==> config.mk <==
export PLATFORM = sky130hd
export DESIGN_NAME = rv32i_execute_block_flat
export DESIGN_NICKNAME = d
export VERILOG_FILES = /design/src/rtl/rv32i_execute_block_if.sv /design/src/rtl/rv32i_execute_block.sv /design/src/flat_wrapper.sv
export SDC_FILE = /design/constraint.sdc
export NUM_CORES = 1
export LEC_CHECK = 0
export ABC_AREA = 1
export BUFFER_PORTS_ARGS = -buffer_cell sky130_fd_sc_hd__buf_4
export CORE_MARGIN = 10
export CORE_UTILIZATION = 61
export CTS_BUF_LIST = sky130_fd_sc_hd__clkbuf_4
export DETAILED_ROUTE_END_ITERATION = 10
export MAX_ROUTING_LAYER = met4
export PLACE_DENSITY = 0.95
export SLEW_MARGIN = 10
export SYNTH_ARGS = -nofsm -noshare
export SYNTH_HDL_FRONTEND = slang
export SYNTH_SLANG_ARGS = --single-unit
==> constraint.sdc <==
create_clock -name clk -period 4.9 [get_ports clk]
set_input_delay 0.245 -clock clk [delete_from_list [all_inputs] [get_ports clk]]
set_output_delay 0.245 -clock clk [all_outputs]
set_load 0.1 [all_outputs]
==> src/rtl/rv32i_execute_block_if.sv <==
// Decode-to-execute and execute-to-writeback bus of the RV32I execute stage.
interface rv32i_execute_block_if #(
  parameter int REGISTER_WIDTH = 32,
  parameter int PC_WIDTH       = 6
);
  logic                      in_valid;
  logic                      in_ready;
  logic [3:0]                alu_op;
  logic [REGISTER_WIDTH-1:0] rs1_data;
  logic [REGISTER_WIDTH-1:0] rs2_data;
  logic [REGISTER_WIDTH-1:0] imm;
  logic                      use_imm;
  logic [4:0]                rd_num;
  logic                      rd_we;
  logic [PC_WIDTH-1:0]       pc_in;
  logic                      is_branch;
  logic [2:0]                br_funct3;
  logic                      out_valid;
  logic                      out_ready;
  logic [REGISTER_WIDTH-1:0] result_o;
  logic [4:0]                rd_num_o;
  logic                      rd_we_o;
  logic                      branch_taken_o;
  logic [PC_WIDTH-1:0]       branch_target_o;

  modport master (
    output in_valid, alu_op, rs1_data, rs2_data, imm, use_imm, rd_num, rd_we,
           pc_in, is_branch, br_funct3, out_ready,
    input  in_ready, out_valid, result_o, rd_num_o, rd_we_o, branch_taken_o,
           branch_target_o
  );

  modport slave (
    input  in_valid, alu_op, rs1_data, rs2_data, imm, use_imm, rd_num, rd_we,
           pc_in, is_branch, br_funct3, out_ready,
    output in_ready, out_valid, result_o, rd_num_o, rd_we_o, branch_taken_o,
           branch_target_o
  );
endinterface

==> src/rtl/rv32i_execute_block.sv <==
// RV32I execute stage: single-cycle ALU/branch resolve, shifts done
// serially one bit per cycle, valid/ready on both sides.
module rv32i_execute_block #(
  parameter int REGISTER_WIDTH = 32,
  parameter int PC_WIDTH       = 6
) (
  input logic                  clk,
  input logic                  rst_n,
  input logic                  flush,
  rv32i_execute_block_if.slave bus
);
  localparam int W = REGISTER_WIDTH;

  typedef enum logic [1:0] {IDLE, SHIFT, DONE} state_t;

  state_t              state, state_nx;
  logic [W-1:0]        res_q;
  logic [4:0]          rd_q;
  logic                we_q, tk_q;
  logic [PC_WIDTH-1:0] tgt_q;
  logic [4:0]          cnt;
  logic [3:0]          sh_op;

  logic [W-1:0] opb, alu_res;
  logic [4:0]   shamt;
  logic         br_take, is_shift, start_shift, accept;

  assign opb         = bus.use_imm ? bus.imm : bus.rs2_data;
  assign shamt       = opb[4:0];
  assign is_shift    = !bus.is_branch &&
                       (bus.alu_op == 4'd2 || bus.alu_op == 4'd6 || bus.alu_op == 4'd7);
  assign start_shift = is_shift && (shamt != 5'd0);
  // flush wins over a handshake that happens in the same cycle
  assign accept      = bus.in_valid && bus.in_ready && !flush;

  assign bus.in_ready        = (state == IDLE) || (state == DONE && bus.out_ready);
  assign bus.out_valid       = (state == DONE);
  assign bus.result_o        = res_q;
  assign bus.rd_num_o        = rd_q;
  assign bus.rd_we_o         = we_q;
  assign bus.branch_taken_o  = tk_q;
  assign bus.branch_target_o = tgt_q;

  // Single-cycle ALU; shift codes pass A through (shamt 0 or serial preload)
  always_comb begin
    alu_res = '0;
    case (bus.alu_op)
      4'd0:    alu_res = bus.rs1_data + opb;
      4'd1:    alu_res = bus.rs1_data - opb;
      4'd3:    alu_res = {{(W-1){1'b0}}, $signed(bus.rs1_data) < $signed(opb)};
      4'd4:    alu_res = {{(W-1){1'b0}}, bus.rs1_data < opb};
      4'd5:    alu_res = bus.rs1_data ^ opb;
      4'd8:    alu_res = bus.rs1_data | opb;
      4'd9:    alu_res = bus.rs1_data & opb;
      4'd10:   alu_res = opb;
      4'd2, 4'd6, 4'd7: alu_res = bus.rs1_data;
      default: alu_res = '0;
    endcase
  end

  // Branch condition always uses rs2, never the immediate
  always_comb begin
    br_take = 1'b0;
    case (bus.br_funct3)
      3'b000:  br_take = (bus.rs1_data == bus.rs2_data);
      3'b001:  br_take = (bus.rs1_data != bus.rs2_data);
      3'b100:  br_take = ($signed(bus.rs1_data) <  $signed(bus.rs2_data));
      3'b101:  br_take = ($signed(bus.rs1_data) >= $signed(bus.rs2_data));
      3'b110:  br_take = (bus.rs1_data <  bus.rs2_data);
      3'b111:  br_take = (bus.rs1_data >= bus.rs2_data);
      default: br_take = 1'b0;
    endcase
  end

  // Next-state logic; flush overrides everything
  always_comb begin
    state_nx = state;
    case (state)
      IDLE:    if (accept) state_nx = start_shift ? SHIFT : DONE;
      SHIFT:   if (cnt == 5'd1) state_nx = DONE;
      DONE:    if (bus.out_ready) state_nx = accept ? (start_shift ? SHIFT : DONE) : IDLE;
      default: state_nx = IDLE;
    endcase
    if (flush) state_nx = IDLE;
  end

  // State register, operand capture and the serial shifter
  always_ff @(posedge clk) begin
    if (!rst_n) begin
      state <= IDLE;
      res_q <= '0;
      rd_q  <= '0;
      we_q  <= 1'b0;
      tk_q  <= 1'b0;
      tgt_q <= '0;
      cnt   <= '0;
      sh_op <= '0;
    end else begin
      state <= state_nx;
      if (accept) begin
        rd_q  <= bus.rd_num;
        we_q  <= bus.rd_we && !bus.is_branch;
        tk_q  <= bus.is_branch && br_take;
        tgt_q <= bus.is_branch ? bus.pc_in + bus.imm[PC_WIDTH-1:0] : '0;
        res_q <= bus.is_branch ? '0 : alu_res;
        cnt   <= start_shift ? shamt : 5'd0;
        sh_op <= bus.alu_op;
      end else if (flush) begin
        cnt <= '0;
      end else if (state == SHIFT) begin
        case (sh_op)
          4'd2:    res_q <= {res_q[W-2:0], 1'b0};
          4'd6:    res_q <= {1'b0, res_q[W-1:1]};
          default: res_q <= {res_q[W-1], res_q[W-1:1]};
        endcase
        cnt <= cnt - 5'd1;
      end
    end
  end
endmodule

==> src/flat_wrapper.sv <==
// flat-port wrapper written by rule: the top's interface ports become plain ports
module rv32i_execute_block_flat 
#(
  parameter int REGISTER_WIDTH = 32,
  parameter int PC_WIDTH       = 6
)
  (clk, rst_n, flush, bus_in_valid, bus_alu_op, bus_rs1_data, bus_rs2_data, bus_imm, bus_use_imm, bus_rd_num, bus_rd_we, bus_pc_in, bus_is_branch, bus_br_funct3, bus_out_ready, bus_in_ready, bus_out_valid, bus_result_o, bus_rd_num_o, bus_rd_we_o, bus_branch_taken_o, bus_branch_target_o);
  rv32i_execute_block_if #(.REGISTER_WIDTH(REGISTER_WIDTH), .PC_WIDTH(PC_WIDTH)) bus_i ();
  input logic clk;
  input logic rst_n;
  input logic flush;
  input wire logic [$bits(bus_i.in_valid)-1:0] bus_in_valid;
  input wire logic [$bits(bus_i.alu_op)-1:0] bus_alu_op;
  input wire logic [$bits(bus_i.rs1_data)-1:0] bus_rs1_data;
  input wire logic [$bits(bus_i.rs2_data)-1:0] bus_rs2_data;
  input wire logic [$bits(bus_i.imm)-1:0] bus_imm;
  input wire logic [$bits(bus_i.use_imm)-1:0] bus_use_imm;
  input wire logic [$bits(bus_i.rd_num)-1:0] bus_rd_num;
  input wire logic [$bits(bus_i.rd_we)-1:0] bus_rd_we;
  input wire logic [$bits(bus_i.pc_in)-1:0] bus_pc_in;
  input wire logic [$bits(bus_i.is_branch)-1:0] bus_is_branch;
  input wire logic [$bits(bus_i.br_funct3)-1:0] bus_br_funct3;
  input wire logic [$bits(bus_i.out_ready)-1:0] bus_out_ready;
  output wire logic [$bits(bus_i.in_ready)-1:0] bus_in_ready;
  output wire logic [$bits(bus_i.out_valid)-1:0] bus_out_valid;
  output wire logic [$bits(bus_i.result_o)-1:0] bus_result_o;
  output wire logic [$bits(bus_i.rd_num_o)-1:0] bus_rd_num_o;
  output wire logic [$bits(bus_i.rd_we_o)-1:0] bus_rd_we_o;
  output wire logic [$bits(bus_i.branch_taken_o)-1:0] bus_branch_taken_o;
  output wire logic [$bits(bus_i.branch_target_o)-1:0] bus_branch_target_o;
  assign bus_i.in_valid = bus_in_valid;
  assign bus_i.alu_op = bus_alu_op;
  assign bus_i.rs1_data = bus_rs1_data;
  assign bus_i.rs2_data = bus_rs2_data;
  assign bus_i.imm = bus_imm;
  assign bus_i.use_imm = bus_use_imm;
  assign bus_i.rd_num = bus_rd_num;
  assign bus_i.rd_we = bus_rd_we;
  assign bus_i.pc_in = bus_pc_in;
  assign bus_i.is_branch = bus_is_branch;
  assign bus_i.br_funct3 = bus_br_funct3;
  assign bus_i.out_ready = bus_out_ready;
  assign bus_in_ready = bus_i.in_ready;
  assign bus_out_valid = bus_i.out_valid;
  assign bus_result_o = bus_i.result_o;
  assign bus_rd_num_o = bus_i.rd_num_o;
  assign bus_rd_we_o = bus_i.rd_we_o;
  assign bus_branch_taken_o = bus_i.branch_taken_o;
  assign bus_branch_target_o = bus_i.branch_target_o;
  rv32i_execute_block #(.REGISTER_WIDTH(REGISTER_WIDTH), .PC_WIDTH(PC_WIDTH)) u_core (.clk(clk), .rst_n(rst_n), .flush(flush), .bus(bus_i));
endmodule
* After elaboration in Yosys (flattened, before gate mapping)
Index checks and enable logic that the tools add are counted.
** Operators by class
- Equality and inequality tests :: 26
- Multiply operators :: 0
- $add $sub $neg :: 4
- Bitwise operators :: 4
- Shift-type cells :: 0
- $lt $le $gt $ge :: 6
- Divide/modulo/power cells :: 0
- Reductions and logical operators :: 24
- Muxes and demuxes :: 19
** Operators by type and width (number)
- 32-bit one-hot mux with 9 select lines :: 1
- 32-bit two-way mux :: 5
- 32-bit < comparator :: 4
- 32-bit >= comparator :: 2
- 32-bit one-hot mux with 2 select lines :: 1
- 32-bit adder :: 1
- 32-bit bitwise AND :: 1
- 32-bit equality test :: 1
- 32-bit inequality test :: 1
- 32-bit bitwise OR :: 1
- 32-bit subtractor :: 1
- 32-bit bitwise XOR :: 1
- 4-bit by 3-bit equality test with 1-bit output (second input constant) :: 5
- 5-bit two-way mux :: 4
- 3-bit equality test (second input constant) :: 4
- 4-bit by 2-bit equality test with 1-bit output (second input constant) :: 3
- 4-bit equality test (second input constant) :: 3
- 2-bit two-way mux :: 5
- 1-bit logical AND :: 7
- 6-bit adder :: 1
- 6-bit two-way mux :: 1
- 2-bit by 1-bit inequality test with 1-bit output (second input constant) :: 3
- 1-bit one-hot mux with 6 select lines :: 1
- 2-bit one-hot mux with 3 select lines :: 1
- 20 further kinds :: 25
** Storage, ports and cells
- Register bits after elaboration :: 56
- Memories :: 0
- Bits in latches :: 0
- Output and inout bits :: 47
- Memory bits (writable) :: 0
- Logic and storage cells :: 92
- Bits in read-only memories :: 0

* Longest topological paths before layout
Gate-level depths: netlist of run 1.
- Depth after elaboration :: 9
- Depth in mapped cells :: 22

* Worst setup path after synthesis of run 1
No wires, ideal clock.
- Kind :: input to register
- Start :: in bus_use_imm
- End :: reg u_core.res_q[20] (netlist: u_core.bus.result_o[20])
- Required time :: 4781 ps
- Stages :: 18
- Arrival time :: 2425 ps
- Path buffers :: 4
- Slack :: 2355 ps
- Path through :: buf_6 buf_6 buf_2 o21ai_0 ha_1 clkbuf_2 nor2_1 inv_1 nor2_1 inv_1 o211ai_1 nand2_1 nand2_1 nand2_1 nand3_1 nand3_1 a21oi_1 nor2_1
** On the way
- Word-level cells in the longest chain between the ends :: 5
** Ends and longest elaborated chain
- start, declared :: RTL line flat_wrapper.sv:17 : input wire logic [$bits(bus_i.use_imm)-1:0] bus_use_imm;
- 32-bit two-way mux (*) :: RTL line rv32i_execute_block.sv:28 : assign opb = bus.use_imm ? bus.imm : bus.rs2_data;
- 32-bit subtractor, or another cell as far along :: RTL line rv32i_execute_block.sv:49 : 4'd1: alu_res = bus.rs1_data - opb;
- 32-bit one-hot mux with 9 select lines (*) :: RTL line rv32i_execute_block.sv:47 : case (bus.alu_op)
- 32-bit two-way mux (*) :: RTL line rv32i_execute_block.sv:105 : res_q <= bus.is_branch ? '0 : alu_res;
- 32-bit two-way mux (*) :: RTL line rv32i_execute_block.sv:100 : if (accept) begin
- end signal, assigned :: RTL line rv32i_execute_block.sv:105
- end signal, assigned :: RTL line rv32i_execute_block.sv:112 : 4'd2: res_q <= {res_q[W-2:0], 1'b0};
- end signal, assigned :: RTL line rv32i_execute_block.sv:113 : 4'd6: res_q <= {1'b0, res_q[W-1:1]};
- end, declared :: RTL line rv32i_execute_block.sv:17 : logic [W-1:0] res_q;
Mark *: on every way between the ends. The rest lies on a longest branch, timed or not.
A chain may end at the register's enable or synchronous reset.

* Worst setup path after layout of run 1
- Start :: in bus_use_imm
- End :: reg u_core.res_q[25] (netlist: u_core.bus.result_o[25])
The elaborated chain is that of the path after synthesis.

==> impl_results.md, run 1 <==
- Clock Path Buffers: 2
- Synthesized flop and latch total: between 50 and 60
- Post-Syn Area: between 10,000 and 15,000 um^2
- Synth warn: 0
- Setup violators final: 0
- Most frequent cells in the layout: nand2_1 (394), inv_1 (295), o21ai_0 (184)
- FFs w/ async S/R, synth: 0
- Final Hold Viols: 0
- CP most frequent cell: nand2_1
- Critical-path maximum fanout: 64
- Synth-to-layout area growth: 13.4%
- Crit. path cell count: 17
- Top delay family on crit path: simple AND/OR/NAND/NOR gates
- Static Leak: about 6 nW
- Final period util: 0.615
- Core area: approximately 16,000 um^2
- CTS tree: yes
- Hold Path End: u_core.bus.rd_num_o[4]$_SDFFE_PN0P_
- Starting DRT DRC Count: between 1,500 and 2,000
- Root buf cell: clkbuf_4
- Vias per cell: a little over 6
- Layout cells sized above 1: 0.107
- Worst Hold Class: in2reg
- Pins over their slew limit: 0
- Global-route wire length before repair: 60.7 mm
- Crit. End Element: flip-flop
- Crit Path Category: in2reg
- RSZ-0062 raised after global routing: no
- Slew margin rel.: 0.305
- Drt wl/cell: between 15 and 20 um
- Max Cap Viol: 0
- # hold bufs at CTS: 0
- PD cells: approximately 190 nW/um^2
- Hold slack final: ~0.013 ns
- Post-DP HPWL: roughly 33 mm
- Setup slack, reg-to-reg: roughly 2.6 ns
- Layer with the highest usage: met2
- I/O Pins: roughly 170
- Status: completed
- Die height: approximately 150 um
- Die span in x: around 150 um
- EDFF count, synth: 0
- R2R Path End: u_core.bus.result_o[31]$_SDFFE_PN0P_
- RePlAce Congestion: roughly 1.1
- Overflow after GRT: 0
- Largest net degree at the start of global routing: 65
- Worst endpoint required time: approximately 5.3 ns
- Met3 Track Usage GR: 0.0880
- Worst Setup Start Kind: input port
- Sequential fraction of the synthesis area: 0.110
- Post-synthesis net count: slightly above 2,000
- Worst-Margin Slew: roughly 1.0 ns
- Crit-path cells: buf_4 > o21ai_0 > inv_1 > ha_1 > nand2_1 > nand3_1 > nand3_1 > nand2_1 > a21oi_1 > inv_1 > nand2_1 > nand2_1 > nand2_1 > nand3_1 > nand3_1 > nand2_1 > a21oi_1
- Via Count: between 10,000 and 15,000
- Initial antenna violation count: 1
- Clock latency on the worst-skew pair: around 0.47 ns
- Hold depth: 3
- Crit path max-delay cell type: o21ai_0
- Clk pin slew, worst setup/hold paths: between 0.15 and 0.2 ns
- # DRC: 0
- Cells after Synth: about 1,800
- Number of gates resized after cts: 0
- Critical Path Max Stage Delay: between 0.7 and 0.8 ns
- Starting Density: 0.619
- Worst vdd ir: approximately 140 uV
- GRT Total Usage: 0.346
- Clock Sink Count: 56
- Port Buf Inserts: 168
- Setup repair bufs after CTS: 0
- DR pass1 iterations: 8
- Die area: between 20,000 and 25,000 um^2
- Syn_area_per_cell: roughly 5.7 um^2
- Post-Route Setup TNS: 0 ns
- Commonest non-fill, non-tap cell in the layout: nand2_1
- Worst Skew: 0.0521 ns
- Number of library cell types mapped by synthesis: between 40 and 50
- Crit path time final: 3.01 ns
- R2r startpoint: u_core.state[0]$_SDFFE_PP0P_
- Row count: 47
- Reg2Reg Depth: 8
- Htree depth: 2
- Vias in the first global route: approximately 12,000
- GR Util met2: 0.500
- Grt met1 use: 0.460
- Number of CTS-inserted buffers: 5
- Max Clk Rate: around 330 MHz
- CP arrival: between 3 and 4 ns
- Post-route ant nets: 0
- Worst hold start: bus_rd_num[4]
- Final WL: between 30 and 40 mm
- Main synth FF type: dfxtp_1
- Critical path buffers and inverters: 3
- Final nets: roughly 2,200
[how the worst max path moves through the flow]
stage / from / endpoint
2_1_floorplan: bus_use_imm / u_core.bus.result_o[20]$_SDFFE_PN0P_
3_3_place_gp: bus_use_imm / u_core.bus.result_o[28]$_SDFFE_PN0P_
3_5_place_dp: bus_use_imm / u_core.bus.result_o[28]$_SDFFE_PN0P_
4_1_cts: bus_use_imm / u_core.bus.result_o[28]$_SDFFE_PN0P_
5_1_grt: bus_use_imm / u_core.bus.result_o[28]$_SDFFE_PN0P_
6_report: bus_use_imm / u_core.bus.result_o[25]$_SDFFE_PN0P_
[flip-flops by register name (all words and copies together) (netlist names)]
signal and flops:
u_core.bus.result_o 32, u_core.bus.branch_target_o 6, u_core.bus.rd_num_o 5, u_core.cnt 5, u_core.sh_op 4, u_core.state 2, u_core.bus.branch_taken_o 1, u_core.bus.rd_we_o 1
[power breakdown]
group / total (mW) / switching [mW] / internal [mW]
clock: 0.250 / 0.186 / 0.0637
combinational: 1.39 / 0.974 / 0.412
sequential: 0.510 / 0.0255 / 0.485
total: 2.15 / 1.19 / 0.961
[metrics by stage]
step	power [mW]	worst slack [ns]	area (um^2)	std cells	util
after floorplan	1.44	2.36	10200	1800	-
after global placement	1.82	1.62	11500	2130	0.698
after detailed placement	1.85	1.54	11500	2130	0.698
after CTS	2.10	1.99	11600	2138	0.702
after global routing	2.27	1.43	11600	2139	0.702
final	2.15	1.89	11600	2139	0.702
[cell families (layout without fill, tap and decap cells)]
group	Yosys count	in the layout	share of synthesized area
AOI/OAI and AO/OA	463	463	0.260
xor gates and xnor gates	5	5	0.00430
adders and majority gates	138	138	0.172
buffers and inverters	370	488	0.143
DFF	56	56	0.110
other	0	1	0
and+or+nand+nor	768	768	0.312
[worst min-delay path, cell delays in order]
cell and delay (ns):
buf_4 0.08, nor2_1 0.03, nor2_1 0.08
[cells in the mapped netlist (3+ instances only)]
| library cell | n | share of area |
|---|---|---|
| o2111ai_1 | 5 | 0.0043 |
| buf_2 | 29 | 0.014 |
| a31oi_1 | 14 | 0.0086 |
| clkbuf_2 | 5 | 0.0025 |
| o21ai_1 | 6 | 0.0029 |
| a211oi_1 | 12 | 0.0088 |
| nand3_1 | 152 | 0.075 |
| buf_1 | 3 | 0.0011 |
| nand2_1 | 394 | 0.15 |
| dfxtp_1 | 56 | 0.11 |
| fa_1 | 3 | 0.0059 |
| o211ai_1 | 8 | 0.0059 |
| o21bai_1 | 19 | 0.014 |
| o21ai_0 | 184 | 0.090 |
| a221oi_1 | 13 | 0.011 |
| o221ai_1 | 13 | 0.011 |
| inv_2 | 4 | 0.0015 |
| and2_1 | 4 | 0.0025 |
| o22ai_1 | 27 | 0.017 |
| buf_6 | 3 | 0.0033 |
| o21a_1 | 6 | 0.0044 |
| xor2_1 | 3 | 0.0026 |
| nand4_1 | 12 | 0.0074 |
| a21oi_1 | 141 | 0.069 |
| clkbuf_1 | 28 | 0.010 |
| nor2_1 | 172 | 0.063 |
| nor3_1 | 20 | 0.0098 |
| a21o_1 | 6 | 0.0044 |
| inv_1 | 295 | 0.11 |
| clkinv_1 | 3 | 0.0011 |
| or2_2 | 6 | 0.0037 |
| ha_1 | 135 | 0.17 |
[layer usage]
metal,share of wire,wire [um],vias up
li1,-,-,6180
met1,0.42,16600,5857
met2,0.42,16700,928
met3,0.13,5310,104
met4,0.032,1270,0
met5,0,0,-
[final cells by class]
type | instances | area (um^2)
multi-input cells | 1374 | 7630
fillers | 1523 | 4900
repair buffers | 178 | 1340
inverters | 302 | 1130
flip-flops and latches | 56 | 1120
well taps | 220 | 275
clock buffers | 5 | 37.5
clock inverters | 3 | 28.8
diodes | 1 | 2.50
No activity file was read; power rests on OpenSTA's default activity.
==> run 2, diff against run 1 <==
--- a/config.mk
+++ b/config.mk
@@ -5,10 +5,10 @@
 export SDC_FILE = /design/constraint.sdc
 export NUM_CORES = 1
 export LEC_CHECK = 0
-export ABC_AREA = 1
+export ABC_AREA = 0
 export BUFFER_PORTS_ARGS = -buffer_cell sky130_fd_sc_hd__buf_4
 export CORE_MARGIN = 10
-export CORE_UTILIZATION = 61
+export CORE_UTILIZATION = 60
 export CTS_BUF_LIST = sky130_fd_sc_hd__clkbuf_4
 export DETAILED_ROUTE_END_ITERATION = 10
 export MAX_ROUTING_LAYER = met4
==> constraint.sdc (replaced) <==
create_clock -name clk -period 2.85 [get_ports clk]
set_input_delay 0.1425 -clock clk [delete_from_list [all_inputs] [get_ports clk]]
set_output_delay 0.1425 -clock clk [all_outputs]
set_load 0.1 [all_outputs]
==> run 2 against run 1 <==
Net effect:
- the flow now stops in 5_1_grt
- synthesized cell count shrank 23%
- area after synthesis down 5.9%
==> impl_results.md, run 2 <==
- Clock Path Buffers: 2
- Top cell types by occurrence after synthesis: a21oi_1 (147), nand2_1 (143), ha_1 (135)
- Overflow after GRT: 377
- Post-GRT worst EP: u_core.bus.result_o[24]$_SDFFE_PN0P_/D
- Post-synthesis net count: 1,639
- FFs w/ async S/R, synth: 0
- Die span in x: approximately 150 um
- Sequential fraction of the synthesis area: 0.117
- Htree depth: 2
- Synthesized flop and latch total: between 50 and 60
- Status: did not finish
- # placed instances: ~2,000
- Root buf cell: clkbuf_4
- Post-Syn Area: just under 10,000 um^2
- Post-DP HPWL: around 36 mm
- Syn_area_per_cell: around 7.0 um^2
- Stopped at: 5_1_grt
- Number of library cell types mapped by synthesis: 88
- Starting Density: 0.609
- Number of CTS-inserted buffers: 5
- Err: [ERROR GRT-0232] Routing congestion too high. Check the congestion heatmap in the GUI.
- Largest net degree at the start of global routing: 33
- Worst-path end type: register input
- EDFF count, synth: 0
- Synth warn: 0
- Ranking of synthesized cells by area: ha_1 (18%), dfxtp_1 (12%), a21oi_1 (7.7%)
- Die height: approximately 150 um
- Row count: between 40 and 50
- GRT Total Usage: 0.828
- Clock Sink Count: 56
- Most frequent cell after synthesis: a21oi_1
- Cells after Synth: 1,379
- I/O Pins: between 150 and 200
- Main synth FF type: dfxtp_1
- Largest area contributor in the netlist: ha_1
- Port Buf Inserts: ~170
- Yosys top cell area share: 0.176
- Place WS: -0.879 ns
- RePlAce Congestion: approximately 1.2
[run 2: timing repair]
item | 4_1_cts
hold endpoints to repair | 7
resized for setup | 35
pin swaps | 23
buffers inserted | 10
endpoints found under the setup margin | 19
hold buffers | 6
[run 2: cell families after synthesis]
logic type	Yosys count	synth area share
AO/OA/AOI/OAI	507	0.357
XOR/XNOR	26	0.0237
adder cells (fa/ha/maj)	138	0.182
buffers and inverters	214	0.0852
flip-flops	56	0.117
multiplexers	35	0.0366
AND/OR/NAND/NOR	403	0.198
[run 2: stage by stage]
step | hold WS (ns) | area, um^2
detailed placement | 0.399 | 13200
floorplan | 0.222 | 9980
global placement | 0.390 | 13200
CTS | 0.0142 | 13600
[run 2: routing by layer]
metal / GRT overflow / track usage
met3: 30 / 0.752
met5: - / -
met4: 125 / 0.823
met1: 23 / 0.792
met2: 199 / 0.932
==> run 3, diff against run 2 <==
--- a/config.mk
+++ b/config.mk
@@ -8,11 +8,9 @@
 export ABC_AREA = 0
 export BUFFER_PORTS_ARGS = -buffer_cell sky130_fd_sc_hd__buf_4
 export CORE_MARGIN = 10
-export CORE_UTILIZATION = 60
-export CTS_BUF_LIST = sky130_fd_sc_hd__clkbuf_4
+export CORE_UTILIZATION = 40
 export DETAILED_ROUTE_END_ITERATION = 10
-export MAX_ROUTING_LAYER = met4
-export PLACE_DENSITY = 0.95
+export PLACE_DENSITY_LB_ADDON = 0.15
 export SLEW_MARGIN = 10
 export SYNTH_ARGS = -nofsm -noshare
 export SYNTH_HDL_FRONTEND = slang
==> run 3 against run 2 <==
Net effect:
- the flow now finishes, with violations (negative setup slack)
- area after synthesis stayed put
- synthesized cell count stayed put
==> impl_results.md, run 3 <==
- Failing checks: negative setup slack
- Number of CTS-inserted buffers: 5
- Internal: ~2.5 mW
- Post-route ant nets: 0
- Pins over their slew limit: 0
- Final nets: between 2,000 and 2,500
- Clock latency on the worst-skew pair: ~0.32 ns
- Starting Density: 0.408
- Most frequent cell after synthesis: a21oi_1
- Via Count: 12,477
- Cells after Synth: about 1,400
- Worst vdd ir: 264 uV
- Grt met1 use: 0.358
- Crit Path Category: in2reg
- Post-DP HPWL: approximately 37 mm
- Crit path max-delay cell type: a2111oi_4
- # placed instances: between 2,000 and 2,500
- Static Leak: ~6.8 nW
- Overflow after GRT: 0
- Setup violators final: 11
- Initial antenna violation count: 0
- Worst Hold Class: in2reg
- Vias in the first global route: about 12,000
- Critical path buffers and inverters: 4
- Core area: roughly 24,000 um^2
- Total power draw: roughly 4.7 mW
- Most frequent cells in the layout: buf_4 (493), nand2_1 (140), a21oi_1 (134)
- Design area: roughly 15,000 um^2
- Starting DRT DRC Count: approximately 1,200
- # DRC: 0
- Switching pwr: about 2.2 mW
- CTS tree: yes
- Hold slack final: between 0.06 and 0.07 ns
- Final period util: 1.04
- Clock Sink Count: between 50 and 60
- Largest area contributor in the netlist: ha_1
- GR Util met2: 0.492
- Vias per cell: just under 6
- Main synth FF type: dfxtp_1
- Max Cap Viol: 0
- Synth-to-layout area growth: 55.4%
- Final setup margin: -0.125 ns
- RSZ-0062 raised after global routing: yes
- Critical Path Max Stage Delay: approximately 0.40 ns
- Combinational fraction of design power: 0.670
- Port Buf Inserts: 168
- Crit-path cells: buf_12 > mux2_4 > buf_6 > ha_4 > inv_2 > fa_2 > nand2b_4 > a221oi_4 > buf_4 > o31a_1 > o31ai_4 > o221ai_4 > a2111oi_4 > xnor2_1 > a221oi_1 > nor2_1
- Place WS: -0.666 ns
- Ranking of synthesized cells by area: ha_1 (18%), dfxtp_1 (12%), a21oi_1 (7.7%)
- Placed cell areas: 13,800 um^2
- Met3 Track Usage GR: 0.0338
- Die span in x: approximately 170 um
- Final Hold Viols: 0
- PD cells: ~320 nW/um^2
- Htree depth: 2
- Slew margin rel.: 0.555
- Worst endpoint required time: between 3 and 4 ns
- Crit path time final: just under 3 ns
- Number of library cell types mapped by synthesis: about 90
- Worst Skew: roughly 0.0059 ns
- Top delay family on crit path: compound AO/OA/AOI/OAI gates
- Final WL: approximately 46 mm
- Largest register FFs: 32
- Sequential fraction of the synthesis area: 0.117
- FFs w/ async S/R, synth: 0
- Register share of total power: 0.185
- DR pass1 iterations: 8
- Worst-Margin Slew: about 0.65 ns
- Die height: 175 um
- Critical-path maximum fanout: 6
- CP arrival: between 3 and 4 ns
- EDFF count, synth: 0
- Clk pin slew, worst setup/hold paths: roughly 0.080 ns
- Status: finished with violations
- RePlAce Congestion: 0.961
- Max Clk Rate: approximately 340 MHz
- Top cell types by occurrence after synthesis: a21oi_1 (147), nand2_1 (143), ha_1 (135)
- Die area: 30,600 um^2
- Non-filler cells, final: about 2,100
- GRT Total Usage: 0.284
- Root buf cell: clkbuf_16
- Yosys top cell area share: 0.176
- Synth warn: 0
- Clock network fraction of total power: 0.146
- Drt wl/cell: between 20 and 25 um
- Post-Syn Area: around 9600 um^2
- Global-route wire length before repair: roughly 70 mm
- Clock Path Buffers: 2
- I/O Pins: between 150 and 200
- Worst Setup Start Kind: input port
- Largest net degree at the start of global routing: 33
- Syn_area_per_cell: ~7.0 um^2
- Crit. End Element: flip-flop
- Row count: 56
- Antenna diode count: 0
- Commonest non-fill, non-tap cell in the layout: buf_4
- Switch share: 0.463
- Post-synthesis net count: between 1,500 and 2,000
- # hold bufs at CTS: 0
- Synthesized flop and latch total: between 50 and 60
- Layout cells sized above 1: 0.380
- Layer with the highest usage: met2
- Fillers: 2,215
-- run 3: path summary, 6_finish.rpt --
| path | from | end | slack (ns) | depth (start not counted) |
|---|---|---|---|---|
| setup / recovery | bus_use_imm | u_core.bus.result_o[24]$_SDFFE_PN0P_ | -0.13 | 16 |
| setup reg to reg | u_core.state[1]$_SDFFE_PP0P_ | u_core.bus.result_o[29]$_SDFFE_PN0P_ | 0.25 | 9 |
| hold reg to reg | u_core.bus.rd_num_o[4]$_SDFFE_PN0P_ | u_core.bus.rd_num_o[4]$_SDFFE_PN0P_ | 0.46 | 2 |
| hold / removal | flush | u_core.state[0]$_SDFFE_PP0P_ | 0.07 | 2 |
-- run 3: per-layer routing --
metal	part of all wire	vias to the layer above
met4	0.031	0
met3	0.067	81
met5	0	-
li1	-	5922
met2	0.49	509
met1	0.41	5965
-- run 3: final cells by class --
cell class	count	area, um^2	share of cell area
clock buffer	5	125	0.00839
clock inverter	3	25.0	0.00168
inverter	136	510	0.0342
multi-input combinational	1109	8710	0.584
sequential	56	1120	0.0751
tap	319	399	0.0268
timing repair buffer	514	4020	0.270
-- run 3: logic make-up after synthesis --
group                      share of synthesized area
AOI/OAI and AO/OA                              0.357
xor gates and xnor gates                      0.0237
adders and majority gates                      0.182
buffers and inverters                         0.0852
DFF                                            0.117
muxes                                         0.0366
and+or+nand+nor                                0.198
-- run 3: power groups by stage --
stage / sequential [mW] / clock [mW] / combinational (mW)
floorplan: 1.11 / 0 / 1.34
global route: 0.877 / 0.719 / 3.38
detailed placement: 0.889 / 0 / 2.82
CTS: 0.871 / 0.696 / 2.97
global placement: 0.889 / 0 / 2.80
finish: 0.873 / 0.687 / 3.16
-- run 3: metrics by stage --
stage | setup TNS [ns] | utilization
floorplan | -0.904 | -
detailed placement | -12.37 | 0.588
CTS | -0.335 | 0.612
global route | -2.16 | 0.634
global placement | -11.12 | 0.588
finish | -0.562 | 0.634
-- run 3: timing repair --
action / in CTS / in global routing
gates resized for setup: 66 / 94
buffers inserted: 9 / 11
endpoints found under the setup margin: 21 / 25
gates cloned: 1 / 0
pin swaps: 37 / 68
